`src/rtl/macro_parity_checker_pkg.sv`:
```
// rtl/macro_parity_checker_pkg.sv - parity-sense constants and bus-width helper shared by parity checkers
package macro_parity_pkg;

    typedef enum logic {
        SENSE_EVEN = 1'b0,
        SENSE_ODD  = 1'b1
    } parity_sense_e;

    localparam int PARITY_EVEN = 0;
    localparam int PARITY_ODD  = 1;

    function automatic int bus_width(input int data_width, input int lane_count);
        return data_width * lane_count;
    endfunction

endpackage

```
`src/rtl/macro_parity_checker_syndrome.sv`:
```
// rtl/macro_parity_checker_syndrome.sv - combinational per-lane parity syndrome (1 = lane failed)
module macro_parity_syndrome
    import macro_parity_pkg::*;
#(
    parameter int DATA_WIDTH = 8,
    parameter int LANE_COUNT = 4,
    parameter int ODD_PARITY = PARITY_EVEN
) (
    input  logic [bus_width(DATA_WIDTH, LANE_COUNT)-1:0] data,
    input  logic [LANE_COUNT-1:0]                        parity,
    output logic [LANE_COUNT-1:0]                        syn
);
    localparam parity_sense_e SENSE = (ODD_PARITY != 0) ? SENSE_ODD : SENSE_EVEN;

    always_comb begin
        syn = '0;
        for (int i = 0; i < LANE_COUNT; i++) begin
            syn[i] = (^data[i*DATA_WIDTH +: DATA_WIDTH]) ^ parity[i] ^ SENSE;
        end
    end
endmodule

```
`config.mk`:
```
export PLATFORM = sky130hd
export DESIGN_NAME = macro_parity_syndrome
export DESIGN_NICKNAME = d
export VERILOG_FILES = /design/src/rtl/macro_parity_checker_pkg.sv /design/src/rtl/macro_parity_checker_syndrome.sv
export SDC_FILE = /design/constraint.sdc
export NUM_CORES = 1
export LEC_CHECK = 0
export CAP_MARGIN = 15
export CORE_AREA = 8 8 45 47
export DETAILED_ROUTE_END_ITERATION = 8
export DIE_AREA = 0 0 53 55
export GPL_TIMING_DRIVEN = 0
export PLACE_DENSITY = 0.77
export SYNTH_ARGS = -nofsm -noshare
export SYNTH_HDL_FRONTEND = slang
export SYNTH_SLANG_ARGS = --single-unit
```
`constraint.sdc`:
```
create_clock -name vclk -period 1.1
set_clock_uncertainty 0.05 [all_clocks]
set_input_delay 0.11 -clock vclk [all_inputs]
set_output_delay 0.11 -clock vclk [all_outputs]
set_load 0.05 [all_outputs]
```
==> results.py <==
metrics = {
    "yosys": {
        "yosysUniqueCellTypes": 4,
        "yosysWarningCount": 0,
        "seq_area_frac_synth": 0,
        "synth_top_family_by_area": "XOR/XNOR gates",
        "synth-xor-area-share": 1.000,
        "syn_area_sq_um": 330.3,
        "synthSimpleGateAreaFrac": 0,
        "syn_avg_cell_area_sq_um": 11.80,
        "syn-num-nets": 64,
        "synth_fa_ha_area_frac": 0,
        "synth_cells": 28,
        "synthMuxAreaShare": 0,
        "synth_compound_area_frac": 0,
    },
    "layout": {
        "final_core_util": 0.6420,
        "drive_gt1_frac": 0.7794,
        "mostFrequentLayoutCell": "xnor2_2",
        "fin_nets": 106,
        "num-fill-cells": 121,
        "stdcell_count": 84,
        "num-clock-buffers": 0,
        "area_delta_synth_final_pct": 168.9,
        "num_antenna_cells": 0,
        "fin_area_sq_um": 888.4,
        "numSequentialCells": 0,
        "final_cell_mix": "xnor2_2 (16), buf_2 (12), buf_6 (9)",
        "regArea_sq_um": 0,
    },
    "place": {
        "placedInstanceArea_sq_um": 860.8,
        "globalplace.congestion": 0.7085,
        "post-place-cells": 84,
        "place_ws_ps": -1249,
        "portBuffers": 40,
        "hpwlAfterDp_microns": 986.6,
    },
    "sta": {
        "period_share": 1.201,
        "finalCriticalPeriod_ps": 1322,
        "worst_slack_ps": -221.6,
        "fmax_ghz": 0.7567,
        "slew_headroom": 0.8095,
        "slew_violations": 0,
        "worstMarginPinSlew_ps": 284.4,
        "rsz0062_at_grt": "yes",
        "finalSetupTns_ps": -801.4,
        "finalHoldViolCount": 0,
        "setup_violations": 4,
    },
    "drt": {
        "num_vias": 338,
        "postRouteWirelength_microns": 1067,
        "drc": 0,
        "wire_per_inst_microns": 12.70,
        "drtIter0Drc": 1,
        "vias_per_cell": 4.024,
        "firstDrtPassIters": 2,
        "ant_nets": 0,
    },
    "worst_setup_path": {
        "crit_path_start_kind": "primary input",
        "critPathTopFamily": "XOR/XNOR gates",
        "path_buf_inv": 2,
        "max_stage_delay_ps": 280,
        "crit_type": "in -> out",
        "cp.arrival_ps": 1160,
        "crit_slowest_cell": "xnor2_2",
        "worst_ep_required_time_ps": 940,
        "cp_max_fo": 1,
        "end_kind": "output port",
        "crit_chain": "dlygate4sd2_1 > xor2_2 > xnor2_2 > xnor2_4 > buf_6",
    },
    "grt": {
        "grt_first_pass_wirelength_microns": 1621,
        "grt_pass1_vias": 380,
        "antenna_found_initial": 0,
        "grt_start_max_net_pins": 2,
        "grt-ovfl-total": 0,
        "grt.total_usage": 0.06876,
    },
    "run_status": {
        "outcome": "finished with violations",
        "violations": "setup timing",
    },
    "floorplan": {
        "initial_core_util": 0.2387,
        "dieArea_sq_um": 2915,
        "die_h_microns": 55,
        "die_x_microns": 53,
        "io_pins": 40,
        "coreArea_sq_um": 1384,
        "rows": 14,
    },
    "power_and_ir_drop": {
        "power.leakage_nw": 0.4547,
        "p_per_area_nw_per_um2": 1150,
        "ir_drop_v": 0.0008419,
    },
    "hold_path": {
        "hold_class": "in -> out",
    },
    "cts": {
        "cts_setup_buffers": 0,
    },
    "flow_run": {
        "cap_violations": 0,
    },
}
[final cells by class]
cell class | count | area [sq um] | area share
multi-input combinational | 28 | 530.5 | 0.5972
tap | 16 | 20.02 | 0.02254
timing repair buffer | 40 | 337.8 | 0.3803
[cells by family (layout without fill, tap and decap cells)]
family	count (synthesis)	after routing
xor gates and xnor gates	28	28
buffers and inverters	0	40
[report_power, final]
group / internal (mW) / switching (mW) / total (mW)
Sequential: 0 / 0 / 0
Clock: 0 / 0 / 0
Combinational: 0.538 / 0.483 / 1.02
[metrics by stage]
step	hold slack (ps)	total power [mW]
floorplan	540.8	0.6725
CTS	854.1	1.022
detailed placement	1657	0.9753
global route	712.1	1.060
finish	691.8	1.021
global placement	1648	0.9671
[path summary, 6_finish.rpt]
| path | startpoint | end | slack, ps | depth (start not counted) |
|---|---|---|---|---|
| worst min-delay path | data[17] | syn[2] | 690 | 4 |
| worst max-delay path | data[24] | syn[3] | -220 | 5 |
[synthesized netlist by cell type]
| library cell | number | area, sq um |
|---|---|---|
| xnor2_2 | 4 | 65.06 |
| xnor2_1 | 16 | 140.1 |
| xnor3_1 | 4 | 90.09 |
| xor2_1 | 4 | 35.03 |
[metal layers]
layer  share of wire  wire length, microns  track usage
met1            0.26                   282      0.05882
met2            0.62                   662       0.1484
met3            0.11                   122      0.02941
met4               0                     0            0
met5               0                     0            0
[what timing repair did]
item / in CTS / in global routing
gates resized for setup: 125 / 16
endpoints found under the setup margin: 4 / 4
pin swaps: 23 / 13
hold buffers: 0 / 0
No activity file was read; power rests on OpenSTA's default activity.
==> patch: new RTL, same flow settings <==
`DATA_WIDTH`: 8 -> 9.
--- a/src/rtl/macro_parity_checker_syndrome.sv
+++ b/src/rtl/macro_parity_checker_syndrome.sv
@@ -2,7 +2,7 @@
 module macro_parity_syndrome
     import macro_parity_pkg::*;
 #(
-    parameter int DATA_WIDTH = 8,
+    parameter int DATA_WIDTH = 9,
     parameter int LANE_COUNT = 4,
     parameter int ODD_PARITY = PARITY_EVEN
 ) (
Ports: changed (resized data); port bits go from 40 to 44. No check against the original RTL was run, so the function may have changed too.
==> patch against the original RTL <==
- the run still ends with negative setup slack left
- cell area increased by 9.9%
- sequential share of layout area unchanged
- synthesized area increased by 11%
- worst setup slack improved by 0.022 ns
- die area unchanged
- routed wire length increased by 14%
- via count increased by 12%
- power increased by 11%
- critical path type unchanged
- largest cell class unchanged
- highest routed layer unchanged
==> patch: results (changes against the original RTL) <==
Parameter                              Value

Yosys
  Post-synthesis sequential area ratio    0% (unchanged)
  Yosys warning count    0 (unchanged)
  Leading post-synthesis cells by instance count    sky130_fd_sc_hd__xnor2_1 (24), sky130_fd_sc_hd__xnor2_2 (4), sky130_fd_sc_hd__xnor3_1 (4) (was sky130_fd_sc_hd__xnor2_1 (16), sky130_fd_sc_hd__xnor2_2 (4), sky130_fd_sc_hd__xnor3_1 (4), sky130_fd_sc_hd__xor2_1 (4))
  Count of different cell masters after synthesis    3 (was 4)
  Syn Nets    72 (was 64)
  Top post-synthesis cells by area    sky130_fd_sc_hd__xnor2_1 (58%), sky130_fd_sc_hd__xnor3_1 (25%), sky130_fd_sc_hd__xnor2_2 (18%) (was sky130_fd_sc_hd__xnor2_1 (42%), sky130_fd_sc_hd__xnor3_1 (27%), sky130_fd_sc_hd__xnor2_2 (20%))
  Synthesized area per cell    11.4 sq um (was 11.8 sq um)
  Gate count after technology mapping    32 (was 28)

Status
  Result of the run    complete, but fails checks (unchanged)
  Violated checks    negative setup slack (unchanged)

GRT
  Via count of the first global-routing pass    430 (was 380)
  Initial antenna violation count    0 (unchanged)
  Pin count of the biggest net entering global routing    2 (unchanged)
  Global-route wire length before repair    1.92 mm (was 1.62 mm)
  GRT Total Usage    8.53% (was 6.88%)

Min path
  Endpoint, Worst Hold    syn[2] (unchanged)
  Class of the most critical hold timing path    in2out (unchanged)
  Worst hold path depth    5 (was 4)
  Worst hold start    data[22] (was data[17])

Routing
  Via count    378 (was 338)
  Number of DRC violations after detailed-routing iteration 0    0 (was 1)
  Post-detailed-routing wire length    1.21 mm (was 1.07 mm)
  Number of iterations in the first detailed-routing pass    1 (was 2)
  DR WL/cell    13.2 microns (was 12.7 microns)

Placed design
  Weighted congestion at the end of routability-driven global placement    0.739 (was 0.709)
  Post-place setup slack    -1.25 ns (about the same)
  # port buffers    44 (was 40)
  HPWL after detailed placement    1.11 mm (was 987 microns)
  Total instance count after detailed placement    92 (was 84)

Layout
  Layout net count    118 (was 106)
  Clock buffer count    0 (unchanged)
  Share of post-route cells with drive strength above 1    77.6% (was 77.9%)
  Number of sequential cells    0 (unchanged)
  Inserted Diodes    0 (unchanged)

Timing
  PnR worst setup slack    -0.199 ns (was -0.222 ns)
  Count of final setup violators    4 (unchanged)
  Tightest Pin Transition    0.299 ns (was 0.284 ns)

Worst setup path
  Max Fanout on Critical Path    1 (unchanged)
  Arrival time reported for the critical path endpoint    1.14 ns (was 1.16 ns)

Clocking
  Buffer count from post-CTS setup fixing    0 (unchanged)

Pwr
  Reported leakage power    0.505 nW (was 0.455 nW)
  VDD IR-drop max    0.759 mV (was 0.842 mV)

Flow run
  Number of maximum-capacitance violations    0 (unchanged)
==> patch: changes by cell type in the layout (fill, tap and decap cells not counted) <==
cell	delta
sky130_fd_sc_hd__clkbuf_2	+1
sky130_fd_sc_hd__buf_8	-1
sky130_fd_sc_hd__dlygate4sd2_1	+9
sky130_fd_sc_hd__clkdlybuf4s50_1	-2
sky130_fd_sc_hd__buf_6	+3
sky130_fd_sc_hd__buf_2	-1
sky130_fd_sc_hd__dlymetal6s2s_1	-2
sky130_fd_sc_hd__clkdlybuf4s15_1	-3
sky130_fd_sc_hd__xnor2_2	+8
sky130_fd_sc_hd__xor2_2	-4
==> patch: report_power, final <==
part	internal (W)	total [W]	switching, W	leakage [nW]
Combinational	0.000597	0.00114	0.000539	0.505
Sequential	0	0	0	0
Clock	0	0	0	0
Total	0.000597	0.00114	0.000539	0.505
==> patch: how the worst max path moves through the flow <==
stage,start,to,slack (ns),depth (start not counted)
2_1_floorplan,data[7],syn[0],-0.12,3
3_3_place_gp,data[25],syn[2],-1.23,5
3_5_place_dp,data[16],syn[1],-1.25,5
4_1_cts,data[13],syn[1],-0.24,5
5_1_grt,data[7],syn[0],-0.25,5
6_report,data[28],syn[3],-0.20,5
==> patch: final cells by class <==
cell class	count	area, sq um
Fill cell	110	408
Multi-Input combinational cell	32	596
Tap cell	16	20.0
Timing Repair Buffer	44	360
==> patch: metal layers <==
metal	vias to the layer above	track usage (%)	part of all wire (%)
li1	188	-	-
met1	174	8.05	27
met2	16	18.6	63
met3	0	2.14	9.9
met4	0	0	0
met5	-	0	0
==> patch: what timing repair did <==
action,CTS,global route
endpoints found under the setup margin,4,4
pin swaps,25,12
gates resized for setup,138,13
==> patch: logic make-up (layout without fill, tap and decap cells) <==
| family | count (synthesis) | after routing | synth area share [%] |
|---|---|---|---|
| buf+inv | 0 | 44 | 0 |
| xor+xnor | 32 | 32 | 100 |
==> patch: stage by stage <==
step	utilization, %	cell area [sq um]	TNS, ns	hold slack [ns]	total power, W
2_1_floorplan	-	475	-0.476	0.614	0.000754
4_1_cts	71.5	990	-0.931	0.853	0.00115
3_5_place_dp	67.6	936	-4.93	1.71	0.00109
5_1_grt	70.5	976	-0.953	0.781	0.00119
3_3_place_gp	67.6	936	-4.89	1.70	0.00108
6_report	70.5	976	-0.772	0.751	0.00114
==> patch: critical path: stages <==
cell and delay (ns):
sky130_fd_sc_hd__dlygate4sd2_1 0.26, sky130_fd_sc_hd__xnor2_2 0.15, sky130_fd_sc_hd__xnor2_2 0.29, sky130_fd_sc_hd__xnor2_4 0.15
sky130_fd_sc_hd__buf_6 0.17
